<file path="src/rtl/trans_pkg.sv">
// Shared constants and helpers for the BCD to Excess-3 converter.
// Optional feature macro used by the design: TRANS_ERR_EN (illegal-digit flagging).
package trans_pkg;

  localparam int         BCD_W       = 4;
  localparam logic [3:0] EX3_OFFSET  = 4'd3;
  localparam logic [3:0] BCD_MAX     = 4'd9;
  localparam logic [3:0] EX3_ILLEGAL = 4'b0000;

  // True for a legal BCD digit (0..9).
  function automatic logic bcd_digit_ok(input logic [3:0] digit);
    return (digit <= BCD_MAX);
  endfunction

endpackage

</file>
<file path="src/rtl/trans_digit.sv">
// Single-digit combinational BCD to Excess-3 converter.
// With TRANS_ERR_EN defined, digits above 9 map to the illegal Ex3 marker
// and raise bad_o; otherwise they wrap modulo 16 like any other digit.
module trans_digit
  import trans_pkg::*;
(
  input  logic [BCD_W-1:0] bcd_i,
`ifdef TRANS_ERR_EN
  output logic             bad_o,
`endif
  output logic [BCD_W-1:0] ex3_o
);

  logic [BCD_W-1:0] sum_w;

  assign sum_w = bcd_i + EX3_OFFSET;

`ifdef TRANS_ERR_EN
  // Flag illegal digits and replace their code with the illegal marker.
  always_comb begin
    bad_o = !bcd_digit_ok(bcd_i);
    ex3_o = bad_o ? EX3_ILLEGAL : sum_w;
  end
`else
  // Plain modulo-16 offset; illegal digits are not distinguished.
  always_comb begin
    ex3_o = sum_w;
  end
`endif

endmodule

</file>
<file path="src/rtl/bcd_ex3_trans.sv">
// Registered multi-digit BCD to Excess-3 converter with valid qualification.
// One result per accepted word, latency one cycle, no backpressure.
// Optional feature macro: TRANS_ERR_EN adds the err output and illegal-digit marking.
module bcd_ex3_trans
  import trans_pkg::*;
#(
  parameter int DIGITS = 1
) (
  input  logic                    clk,
  input  logic                    rst_n,
  input  logic                    in_valid,
  input  logic [BCD_W*DIGITS-1:0] bcd,
  output logic                    out_valid,
`ifdef TRANS_ERR_EN
  output logic                    err,
`endif
  output logic [BCD_W*DIGITS-1:0] ex3
);

  logic [BCD_W*DIGITS-1:0] conv_w;
  logic [BCD_W*DIGITS-1:0] ex3_q, ex3_d;
  logic                    vld_q, vld_d;
`ifdef TRANS_ERR_EN
  logic [DIGITS-1:0]       bad_w;
  logic                    err_q, err_d;
`endif

  // Digits are converted independently; there is no inter-digit carry.
  for (genvar g = 0; g < DIGITS; g++) begin : g_digit
    trans_digit u_digit (
      .bcd_i (bcd[BCD_W*g +: BCD_W]),
`ifdef TRANS_ERR_EN
      .bad_o (bad_w[g]),
`endif
      .ex3_o (conv_w[BCD_W*g +: BCD_W])
    );
  end

  // Capture a new result on accepted words; otherwise hold data, drop valid.
  always_comb begin
    vld_d = in_valid;
    ex3_d = ex3_q;
`ifdef TRANS_ERR_EN
    err_d = err_q;
`endif
    if (in_valid) begin
      ex3_d = conv_w;
`ifdef TRANS_ERR_EN
      err_d = |bad_w;
`endif
    end
  end

  // Output registers with synchronous active-low reset; reset beats in_valid.
  always_ff @(posedge clk) begin
    if (!rst_n) begin
      vld_q <= 1'b0;
      ex3_q <= '0;
`ifdef TRANS_ERR_EN
      err_q <= 1'b0;
`endif
    end else begin
      vld_q <= vld_d;
      ex3_q <= ex3_d;
`ifdef TRANS_ERR_EN
      err_q <= err_d;
`endif
    end
  end

  assign out_valid = vld_q;
  assign ex3       = ex3_q;
`ifdef TRANS_ERR_EN
  assign err       = err_q;
`endif

endmodule

</file>
<file path="config.mk">
export PLATFORM = sky130hd
export DESIGN_NAME = bcd_ex3_trans
export DESIGN_NICKNAME = d
export VERILOG_FILES = /design/src/rtl/trans_pkg.sv /design/src/rtl/trans_digit.sv /design/src/rtl/bcd_ex3_trans.sv
export SDC_FILE = /design/constraint.sdc
export NUM_CORES = 1
export LEC_CHECK = 0
export CORE_AREA = 2 2 39 41
export CTS_CLUSTER_SIZE = 14
export DETAILED_ROUTE_END_ITERATION = 16
export DIE_AREA = 0 0 41 43
export PLACE_DENSITY = 0.41
export SYNTH_ARGS = -nofsm -noshare
export SYNTH_HDL_FRONTEND = slang
export SYNTH_SLANG_ARGS = --single-unit
</file>
<file path="constraint.sdc">
create_clock -name clk -period 1 [get_ports clk]
set_input_delay 0.25 -clock clk [delete_from_list [all_inputs] [get_ports clk]]
set_output_delay 0.25 -clock clk [all_outputs]
set_load 0.01 [all_outputs]
</file>
Word level (Yosys, flattened, before mapping)
Cells that the tools add are included.

Register bits: 5. Input bits: 7. Output and inout port bits: 5. Logic and storage cells: 3.

$add $sub $neg: 1.

Operators by type and width (count): $add A4 B2 Y4 const B (1).

Logic depth before layout (Yosys ltp)
Gate-level depths: netlist of the first run.

Depth after elaboration: 1. Depth in mapped cells: 5. Gate-level depth less buffers: 5.

Modules after synthesis
A second synthesis of the first run with hierarchy kept.

Cells, all modules: 22. Area, all modules: 234.0 um^2.

By module, submodules not included: bcd_ex3_trans (times used 1, cells each 15, area an instance 183.9 um^2); trans_digit (times used 1, cells each 7, area an instance 50.0 um^2).

Worst setup path after synthesis of the first run
No wires, ideal clock.

Path kind: in2reg. From: in bcd[0]. To: reg ex3_q[2] (netlist: ex3[2]). Setup time: 0.116 ns. Arrival: 0.742 ns. Slack: 0.142 ns. Stages: 5. Cell sequence: inv_1 -> ha_1 -> xnor2_1 -> mux2i_1 -> nor2b_1.

Longest elaborated chain between the ends: 1.

Ends and longest elaborated chain: from (decl) (line bcd_ex3_trans.sv:12) `input logic [BCD_W*DIGITS-1:0] bcd,`; $add A4 B2 Y4 (line trans_digit.sv:16) `assign sum_w = bcd_i + EX3_OFFSET;`; to (signal assigned) (line bcd_ex3_trans.sv:58) `ex3_q <= '0;`; to (signal assigned) (line bcd_ex3_trans.sv:64) `ex3_q <= ex3_d;`; to (decl) (line bcd_ex3_trans.sv:21) `logic [BCD_W*DIGITS-1:0] ex3_q, ex3_d;`.

No other way between the ends. A chain may end at the register's enable or synchronous reset.

Final worst setup path of the first run
From: reg ex3_q[3] (netlist: ex3[3]). To: out ex3[3].

RTL lines: to (decl) (line bcd_ex3_trans.sv:17) `output logic [BCD_W*DIGITS-1:0] ex3`.

No word-level cell between the ends.

==> results of run 1 <==
## sequential cells by signal (all words and copies together) (netlist names)
| name | count |
|---|---|
| out_valid | 1 |
| ex3 | 4 |
## worst register-to-register path, stage by stage, from the launching register on
cell and delay, ns:
dfxtp_1 0.31, o21ai_0 0.15, a21oi_1 0.06
## cells by family (layout without fill, tap and decap cells)
logic type	after synthesis	after routing	synth area share (%)
and+or+nand+nor	4	4	9.53
buffers and inverters	3	18	7.15
muxes	1	1	4.76
adders and majority gates	1	1	5.95
AOI/OAI and AO/OA	5	5	16.7
DFF	5	5	47.6
xor gates and xnor gates	2	2	8.33
## power breakdown
part | switching, mW | leakage, nW | internal, mW
sequential | 0.00650 | 0.0418 | 0.215
clock | 0.0882 | 0.0150 | 0.151
combinational | 0.0389 | 0.128 | 0.0476
total | 0.134 | 0.185 | 0.414
## layout by cell type (no fill, tap or decap), types with 2 or more instances in the layout
master	synthesis	routed
buf_2	0	5
dfxtp_1	5	4
clkbuf_4	0	3
dlygate4sd2_1	0	3
inv_1	2	2
nand2_1	2	2
o211a_1	2	2
clkdlybuf4s50_1	0	2
## final timing paths
path | slack [ns] | from | endpoint
min reg2reg | 0.47 | ex3[0] | ex3[0]
min | 0.46 | bcd[2] | ex3[2]
max reg2reg | 0.36 | ex3[3] | ex3[3]
max | 0.04 | ex3[3] | ex3[3]
## routing by layer
layer | up-vias | wire (um) | global-route usage, %
li1 | 99 | - | -
met1 | 86 | 291 | 9.35
met2 | 14 | 165 | 8.13
met3 | 0 | 68 | 6.28
met4 | 0 | 0 | 4.00
met5 | - | 0 | 0
## cell type report
| type | instances | area (um^2) |
|---|---|---|
| fill | 153 | 1040 |
| sequential | 5 | 101 |
| multi-input combinational | 13 | 101 |
| timing repair buffer | 12 | 91.3 |
| clock buffer | 4 | 26.3 |
| tap | 16 | 20.0 |
| inverter | 2 | 7.51 |
## metrics by stage
| step | hold WS [ns] | setup TNS (ns) | cell area [um^2] | utilization (%) |
|---|---|---|---|---|
| after floorplan | 0.377 | 0 | 210 | - |
| after global placement | 0.469 | -1.81 | 340 | 24.6 |
| after detailed placement | 0.471 | -1.79 | 340 | 24.6 |
| after CTS | 0.481 | 0 | 342 | 24.7 |
| after global routing | 0.490 | 0 | 348 | 25.1 |
| final | 0.458 | 0 | 348 | 25.1 |
## what timing repair did
action	4_1_cts	5_1_grt
setup endpoints to repair	8	1
endpoints found under the hold margin	0	0
resized for setup	25	2
setup buffers	0	0
pin swaps	0	1
==> flow_summary.json, run 1 <==
{
  "status": "completed",
  "ys_types": 14,
  "arrival_ns": 0.71,
  "setup_violations": 0,
  "nNetsFinal": 45,
  "fin_crit_sh_pct": 95.5,
  "synth_area_leaders": "dfxtp_1 (48%), o211a_1 (9.5%), ha_1 (6.0%)",
  "drv_cap": 0,
  "synth.most_common_cell": "dfxtp_1",
  "place_inst": 48,
  "p_leak_nw": 0.185,
  "htreeDepth": 1,
  "worstRegToRegCells": 2,
  "path_cells": "buf_2",
  "initial_utilization_pct": 15.2,
  "cts.clk_slew.worst_paths_ns": 0.05,
  "syn-num-nets": 29,
  "wire_per_inst_um": 10.1,
  "fmax_mhz": 1050,
  "async_reset_ff_share_pct": 0,
  "rows": 14,
  "clockBufferDepth": 2,
  "die_x_um": 41,
  "port_buffers": 11,
  "critical_path.top_delay_family": "flip-flops",
  "die_area_mm2": 0.00176,
  "path_buf_inv": 1,
  "ios": 12,
  "max_stage_delay_ns": 0.33,
  "drt_iter0_markers": 5,
  "worstPathMaxFanout": 2,
  "critPathLaunchType": "flip-flop",
  "worstPathRequired_ns": 0.75,
  "synth_area_um2": 210,
  "cts_buffers": 3,
  "ys.warnings.count": 0,
  "grt_overflow": 0,
  "wl_um": 526,
  "critical_path_class": "flip-flop to primary output",
  "cts_root_buffer": "clkbuf_4",
  "via_per_inst": 3.83,
  "hold_path.class": "input port to flip-flop",
  "rsz0062_at_grt": "no",
  "core_mm2": 0.00138,
  "cts_sinks": 5,
  "die_h_um": 43,
  "yosysTopAreaCell": "dfxtp_1",
  "synth_seq_cells": 5,
  "ant_nets": 0,
  "hpwl_um": 355,
  "diodes": 0,
  "cts_tree": "yes",
  "yosys.area.top_type_share_pct": 47.6,
  "synth_commonest_cells": "dfxtp_1 (5), inv_1 (2), nand2_1 (2), o211a_1 (2)",
  "syn_avg_cell_area_um2": 10.0,
  "grt_pass1_vias": 196,
  "slew_violations": 0,
  "slowest_stage": "dfxtp_1",
  "synthFlopType": "dfxtp_1",
  "clock-skew-final_ns": 0,
  "worst-path-stages": 1,
  "synthCells": 21,
  "finalWeightedCongestion": 0.580,
  "insertion_delay_ns": 0.24,
  "vdd.ir_drop.worst_mv": 0.675,
  "power.density_mw_per_mm2": 1570,
  "hold_viol": 0,
  "area_growth_pct": 65.5,
  "drc": 0,
  "drive_gt1_share_pct": 33.3,
  "power_mw": 0.548,
  "layout.cells.non_filler": 52,
  "grt.total_usage_pct": 7.34,
  "antenna_found_initial": 0,
  "place_ws_ns": -0.405,
  "grt_max_degree": 9,
  "grt_first_pass_wirelength_um": 814,
  "fin_crit_ns": 0.955,
  "max-slew-margin-rel_pct": 81.2,
  "yosysSeqAreaShare_pct": 47.6,
  "postCtsHoldBufs": 0,
  "worst_pin_slew_ns": 0.282,
  "hold_depth": 4,
  "end_kind": "primary output",
  "firstDrtPassIters": 2,
  "layout_setup_ws_ns": 0.0446,
  "synth-edff-count": 0,
  "vias": 199
}
Note: power is estimated with default switching activity, not from simulation.
==> run 2, diff against run 1 <==
--- a/config.mk
+++ b/config.mk
@@ -9,7 +9,8 @@
 export CTS_CLUSTER_SIZE = 14
 export DETAILED_ROUTE_END_ITERATION = 16
 export DIE_AREA = 0 0 41 43
-export PLACE_DENSITY = 0.41
+export DONT_BUFFER_PORTS = 1
+export PLACE_DENSITY = 0.3
 export SYNTH_ARGS = -nofsm -noshare
 export SYNTH_HDL_FRONTEND = slang
 export SYNTH_SLANG_ARGS = --single-unit
==> run 2 against run 1 <==
  * Utilization down 7.1 points
  * Sequential cell count unchanged
  * Sequential share of layout area up 11 points
  * Setup slack better by 0.083 ns
  * Critical endpoint is now ex3[0]
==> flow_summary.json, run 2 (synthesis gave the netlist of run 1 again) <==
{
  "status": "completed",
  "via_per_inst": 3.78,
  "die_x_um": 41,
  "nNetsFinal": 33,
  "grt_first_pass_wirelength_um": 662,
  "whs_endpoint": "ex3[3]",
  "fmax_mhz": 1150,
  "setup_violations": 0,
  "core_mm2": 0.00138,
  "drv_cap": 0,
  "cts_root_buffer": "clkbuf_4",
  "rsz0062_at_grt": "no",
  "grt_max_degree": 9,
  "critical_path_class": "flip-flop to primary output",
  "finalWeightedCongestion": 0.544,
  "grt_overflow": 0,
  "most-common-layout-cells": "dfxtp_1 (5), clkbuf_4 (3), inv_1 (2), nand2_1 (2), o211a_1 (2)",
  "port_buffers": 0,
  "ant_nets": 0,
  "ctsResizeCount": 0,
  "arrival_ns": 0.62,
  "grt.total_usage_pct": 6.43,
  "largest_reg_flops": 4,
  "wire_per_inst_um": 11.2,
  "hold_viol": 0,
  "hold_path.class": "input port to flip-flop",
  "die_area_mm2": 0.00176,
  "slew_violations": 0,
  "postCtsHoldBufs": 0,
  "finalSetupTns_ns": 0,
  "postPlaceCellArea_um2": 223,
  "antenna_found_initial": 0,
  "final_common_cell": "dfxtp_1",
  "end_kind": "primary output",
  "p_leak_nw": 0.119,
  "post-cts-setup-buffers": 0,
  "hold_depth": 1,
  "multiInputGateArea_um2": 95.1,
  "initial_utilization_pct": 15.2,
  "fin_crit_ns": 0.872,
  "drt_iter0_markers": 0,
  "diodes": 0,
  "worstPathRequired_ns": 0.75,
  "fin_area_um2": 249,
  "power.density_mw_per_mm2": 2000,
  "worstRegToRegCells": 2,
  "worstPathMaxFanout": 2,
  "worst_pin_slew_ns": 0.119,
  "rows": 14,
  "fillers": 154,
  "vdd.ir_drop.worst_mv": 0.378,
  "drive_gt1_share_pct": 12.5,
  "ff2ff_setup_slack_ns": 0.33,
  "cts_tree": "yes",
  "area_growth_pct": 18.5,
  "clock-skew-final_ns": 0,
  "fin_crit_sh_pct": 87.2,
  "cts_buffers": 3,
  "cts_sinks": 5,
  "grt_pass1_vias": 166,
  "min-delay-start": "in_valid",
  "r2r_end": "ex3[3]",
  "cts.clk_slew.worst_paths_ns": 0.05,
  "ios": 12,
  "wl_um": 449,
  "insertion_delay_ns": 0.24,
  "clockBufferDepth": 2,
  "max-slew-margin-rel_pct": 91.8,
  "drc": 0,
  "vias": 151,
  "critPathLaunchType": "flip-flop",
  "die_h_um": 43,
  "firstDrtPassIters": 1,
  "htreeDepth": 1,
  "timing.rr.start": "ex3[3]",
  "seqCellArea_um2": 100
}
==> run 2: final cells by class <==
cell class                      count  area share (%)
Inverter                            2            3.02
Tap cell                           16            8.04
Clock buffer                        4            10.6
Multi-Input combinational cell     13            38.2
Sequential cell                     5            40.2
==> run 2: power by group <==
group	internal [mW]	total (mW)	leakage, nW	switching, mW
Combinational	0.0191	0.0314	0.0629	0.0123
Sequential	0.215	0.230	0.0416	0.0156
Clock	0.151	0.236	0.0150	0.0853
==> run 2: per-stage QoR <==
step	std cells	worst slack [ns]	utilization, %	total power, mW	hold WS (ns)
after global routing	40	0.101	18.0	0.525	0.0945
after global placement	36	0.104	16.1	0.267	0.346
final	40	0.128	18.0	0.498	0.0944
after CTS	40	0.115	18.0	0.513	0.0853
after detailed placement	36	0.0919	16.1	0.267	0.344
after floorplan	21	0.142	-	0.266	0.377
==> run 2: metal layers <==
metal / vias to the layer above / GRT usage (%) / part of all wire, %
met3: 0 / 4.19 / 14
li1: 74 / - / -
met5: - / 0 / 0
met4: 0 / 8.00 / 0
met2: 7 / 8.13 / 47
met1: 70 / 5.81 / 39
==> run 2: how the worst max path moves through the flow <==
stage / from / to / cells past startpoint
floorplan: bcd[0] / ex3[2] / 5
global placement: bcd[0] / ex3[2] / 5
detailed placement: bcd[0] / ex3[2] / 5
CTS: ex3[1] / ex3[1] / 0
global route: ex3[3] / ex3[3] / 0
finish: ex3[0] / ex3[0] / 0
==> RTL edit 1: new RTL, settings of run 1 <==
`ex3_q` no longer has a reset.
--- a/src/rtl/bcd_ex3_trans.sv
+++ b/src/rtl/bcd_ex3_trans.sv
@@ -57,3 +57,2 @@
       vld_q <= 1'b0;
-      ex3_q <= '0;
 `ifdef TRANS_ERR_EN
@@ -63,3 +62,2 @@
       vld_q <= vld_d;
-      ex3_q <= ex3_d;
 `ifdef TRANS_ERR_EN
@@ -68,2 +66,6 @@
     end
+  end
+
+  always_ff @(posedge clk) begin
+    ex3_q <= ex3_d;
   end
Behaviour: not the same (a bounded check fails within 4 cycles, from zero or initial values and one cycle with rst_n low).
==> RTL edit 1 against run 1 <==
Critical path depth did not move; power rose by 1.0%; combinational power is 12% lower; utilization down 0.90 points; worst setup slack got worse by 24 ps; final area is 3.6% lower; wire length decreased by 37%; sequential cell count is the same; synthesized area shrank 6.5%; critical endpoint is now ex3[2]; largest cell class unchanged.
==> RTL edit 1: results (changes against run 1) <==
synth.top_cells.by_count: "4 x edfxtp_1, 3 x inv_1, 2 x xnor2_1"
cp_max_fo: 1  # -1
initial_core_util_pct: 14.2  # -0.99 points
arrival_ps: 730  # +20 ps
crit_path_start: "ex3[2]$_DFFE_PP_"
grt_util_met3_pct: 3.14  # -3.1 points
grt_pass1_wl_um: 531  # -35%
grt_pass1_vias: 147  # -25%
maxSlewHeadroom_pct: 87.1  # +5.8 points
whs_ps: 439  # -18.9 ps
grt_use_met2_pct: 6.25  # -1.9 points
synth_nets: 21  # -28%
critical_path.max_stage_delay_ps: 350  # +20 ps
wl_met1_um: 131  # -55%
vias: 144  # -28%
seq_area_frac_synth_pct: 71.3  # +24 points
drt_first_pass_iters: 1  # -1
status: "finished clean"
wl_um: 331  # -37%
ir_drop_v: 0.000313  # -54%
highest_layer: "met4"
wl_met3_um: 67  # -1.5%
cellLeakagePower_nw: 0.144  # -22%
crit_slowest_cell: "edfxtp_1"
grtUsageTotal_pct: 5.55  # -1.8 points
worstSetupEndpoint: "ex3[2]"
grt_max_degree: 6  # -3
==> RTL edit 1: cell types whose count changed after synthesis, sizes merged <==
cell / change
buf: -1
mux2i: -1
nand2: -2
o211a: -2
edfxtp: +4
nor2b: -1
a21oi: -1
xnor2: +1
xor2: -1
inv: +1
dfxtp: -4
o21ai: -1
==> RTL edit 1: cells by family after synthesis <==
| logic type | after synthesis | synth area share, % |
|---|---|---|
| flops | 5 | 71.3 |
| buf+inv | 3 | 5.73 |
| compound gates | 1 | 4.46 |
| fa+ha+maj | 1 | 6.37 |
| xor+xnor | 2 | 8.92 |
| simple gates | 1 | 3.19 |
==> RTL edit 1: power by group <==
group,total [mW],switching (mW),internal [mW]
Clock,0.225,0.0750,0.150
Sequential,0.251,0.00350,0.248
Combinational,0.0764,0.0333,0.0431
Total,0.553,0.112,0.441
==> RTL edit 1: final cells by class <==
type                            count  area, um2  share of cell area (%)
Tap cell                           16       20.0                    5.97
Sequential cell                     5        140                    41.8
Clock buffer                        4       26.3                    7.84
Inverter                            3       11.3                    3.36
Multi-Input combinational cell      5       47.5                    14.2
Timing Repair Buffer               12       90.1                    26.9
==> RTL edit 1: repair_timing <==
action / 4_1_cts / 5_1_grt
endpoints found under the setup margin: 8 / 3
hold buffers: 0 / 0
gates cloned: 0 / 0
resized for setup: 24 / 0
==> RTL edit 1: per-stage QoR <==
| step | setup WS (ps) | power, mW | cell area, um2 | cells |
|---|---|---|---|---|
| 2_1_floorplan | 163 | 0.284 | 196 | 13 |
| 3_3_place_gp | -355 | 0.351 | 334 | 41 |
| 3_5_place_dp | -378 | 0.352 | 334 | 41 |
| 4_1_cts | 2.51 | 0.571 | 335 | 45 |
| 5_1_grt | -22.2 | 0.593 | 335 | 45 |
| 6_report | 20.6 | 0.553 | 335 | 45 |
==> RTL edit 2: new RTL, config.mk and constraints of run 1 <==
Without the edit above. The option `TRANS_ERR_EN` is turned on by a define.
--- a/src/rtl/trans_digit.sv
+++ b/src/rtl/trans_digit.sv
@@ -3,2 +3,4 @@
 // and raise bad_o; otherwise they wrap modulo 16 like any other digit.
+`define TRANS_ERR_EN
+
 module trans_digit
Function (old outputs only; new: err): changed (a bounded check fails within 4 cycles, from zero or initial values and one cycle with rst_n low).
==> RTL edit 2 against run 1 <==
First-iteration DRC count shrank 100%; wire length is 31% higher; clock skew unchanged; global-route usage increased by 2.6 points; worst setup slack improved by 14 ps; critical path type unchanged; clock power decreased by 5%; register-to-register slack got worse by 130 ps; largest power group is now sequential cells; final area rose by 40%; hold slack lost 42 ps; synthesized area up 35%; sequential cell count is 1 higher; die area stayed put; power up 12%.
==> RTL edit 2: results (changes against run 1) <==
status: "finished clean"
clockBufferDepth: 2  # unchanged
cellLeakagePower_nw: 0.245  # +32%
drt_first_pass_iters: 1  # -1
hold_class: "in2reg"
drt_iter0_drc: 0  # -5
yosys_warnings: 0  # unchanged
wl_met3_um: 48  # -29%
dp_hpwl_um: 498  # +40%
antenna_found_initial: 0  # unchanged
layout-drive-gt1-share_pct: 47.1  # +14 points
insertion_delay_ps: 240  # about the same
nFillCells: 147  # -3.9%
synth.top_cells.by_count: "6 x dfxtp_1, 5 x nand3b_1, 3 x inv_1, 3 x o21ai_0"
cp_max_fo: 2  # unchanged
path_delay_family: "flip-flops"
maxSlewHeadroom_pct: 87.2  # +6.0 points
vias_per_cell: 4.39  # +15%
numPortBuffers: 12  # +1
final_nets: 62  # +38%
wl_met1_um: 271  # -6.9%
fin_skew_ps: 0  # unchanged
htreeDepth: 1  # unchanged
grtUsageTotal_pct: 9.94  # +2.6 points
grt_pass1_wl_um: 1170  # +44%
wl_um: 690  # +31%
grt_pass1_vias: 334  # +70%
place_area_um2: 465  # +37%
synth_cell_types: 13  # -1
crit_slowest_cell: "dfxtp_1"
cts_buffers: 3  # unchanged
wl_met2_um: 370  # +120%
highest_layer: "met3"
synth_area_leaders: "dfxtp_1 42%, nand3b_1 13%, ha_1 8.8%"
multi_input_area_um2: 181  # +79%
cts.clk_slew.worst_paths_ps: 50  # about the same
grt_max_degree: 6  # -3
clockRootBuffer: "clkbuf_4"
num_antenna_cells: 0  # unchanged
ir_drop_v: 0.000384  # -43%
largest_reg_flops: 4  # unchanged
post-place-ws_ps: -600  # -194 ps
critical_path.max_stage_delay_ps: 320
synth_nets: 39  # +34%
seq_area_frac_synth_pct: 42.5  # -5.1 points
place_congestion: 0.668  # +15%
synthArstFlopShare_pct: 0  # unchanged
-- RTL edit 2: cell count changes in the layout (fill, tap and decap cells not counted), moves of 2 or more --
cell      delta
nand2_1      -2
o31ai_1      +2
dfxtp_1      +2
buf_4        +6
ha_4         +2
o21a_1       +2
inv_2        +2
buf_2        +3
o211a_1      -2
nand3b_1     +5
-- RTL edit 2: power by group --
| part | total [mW] | internal [mW] | switching, mW |
|---|---|---|---|
| clock | 0.228 | 0.136 | 0.0923 |
| combinational | 0.125 | 0.0673 | 0.0578 |
| sequential | 0.258 | 0.254 | 0.00485 |
| total | 0.612 | 0.457 | 0.155 |
-- RTL edit 2: worst register-to-register path: cells and delay by family (launching register included) --
| family | cells | cell delay (ps) |
|---|---|---|
| AO/OA/AOI/OAI | 1 | 200 |
| flip-flops | 1 | 300 |
| AND/OR/NAND/NOR | 1 | 170 |
-- RTL edit 2: per-stage QoR --
stage,std cells,power [mW]
global route,67,0.646
floorplan,30,0.310
finish,67,0.612
CTS,67,0.607
global placement,63,0.391
detailed placement,63,0.391
-- RTL edit 2: final cells by class --
class	instances	area share [%]
inverter	3	2.31
multi-input combinational	20	37.2
sequential	6	24.6
timing repair buffer	19	27.2
clock buffer	3	4.62
tap	16	4.10
-- RTL edit 2: path summary, 6_finish.rpt --
path | start | endpoint | slack (ps) | depth (start not counted)
max | ex3[3]$_SDFFE_PN0P_ | ex3[3] | 60 | 1
min reg2reg | err$_SDFFE_PN0P_ | err$_SDFFE_PN0P_ | 480 | 2
max reg2reg | ex3[0]$_SDFFE_PN0P_ | ex3[0]$_SDFFE_PN0P_ | 230 | 2
min | rst_n | ex3[3]$_SDFFE_PN0P_ | 420 | 3
-- RTL edit 2: timing repair --
action                     CTS  global route
pin swaps                    4             3
resized for setup           34             9
setup endpoints to repair   11             4
gates cloned                 0             0
setup buffers                1             0
-- RTL edit 2: cell families after synthesis --
family / synth area share [%]
and+or+nand+nor: 20.4
xor gates and xnor gates: 3.10
adders and majority gates: 8.85
buffers and inverters: 5.75
DFF: 42.5
AOI/OAI and AO/OA: 19.5
-- RTL edit 2: metal layers --
metal  GRT usage (%)  vias to the layer above
li1                -                      147
met1            10.6                      135
met2            15.0                       12
met3            1.57                        0
met4            10.0                        0
met5               0                        -
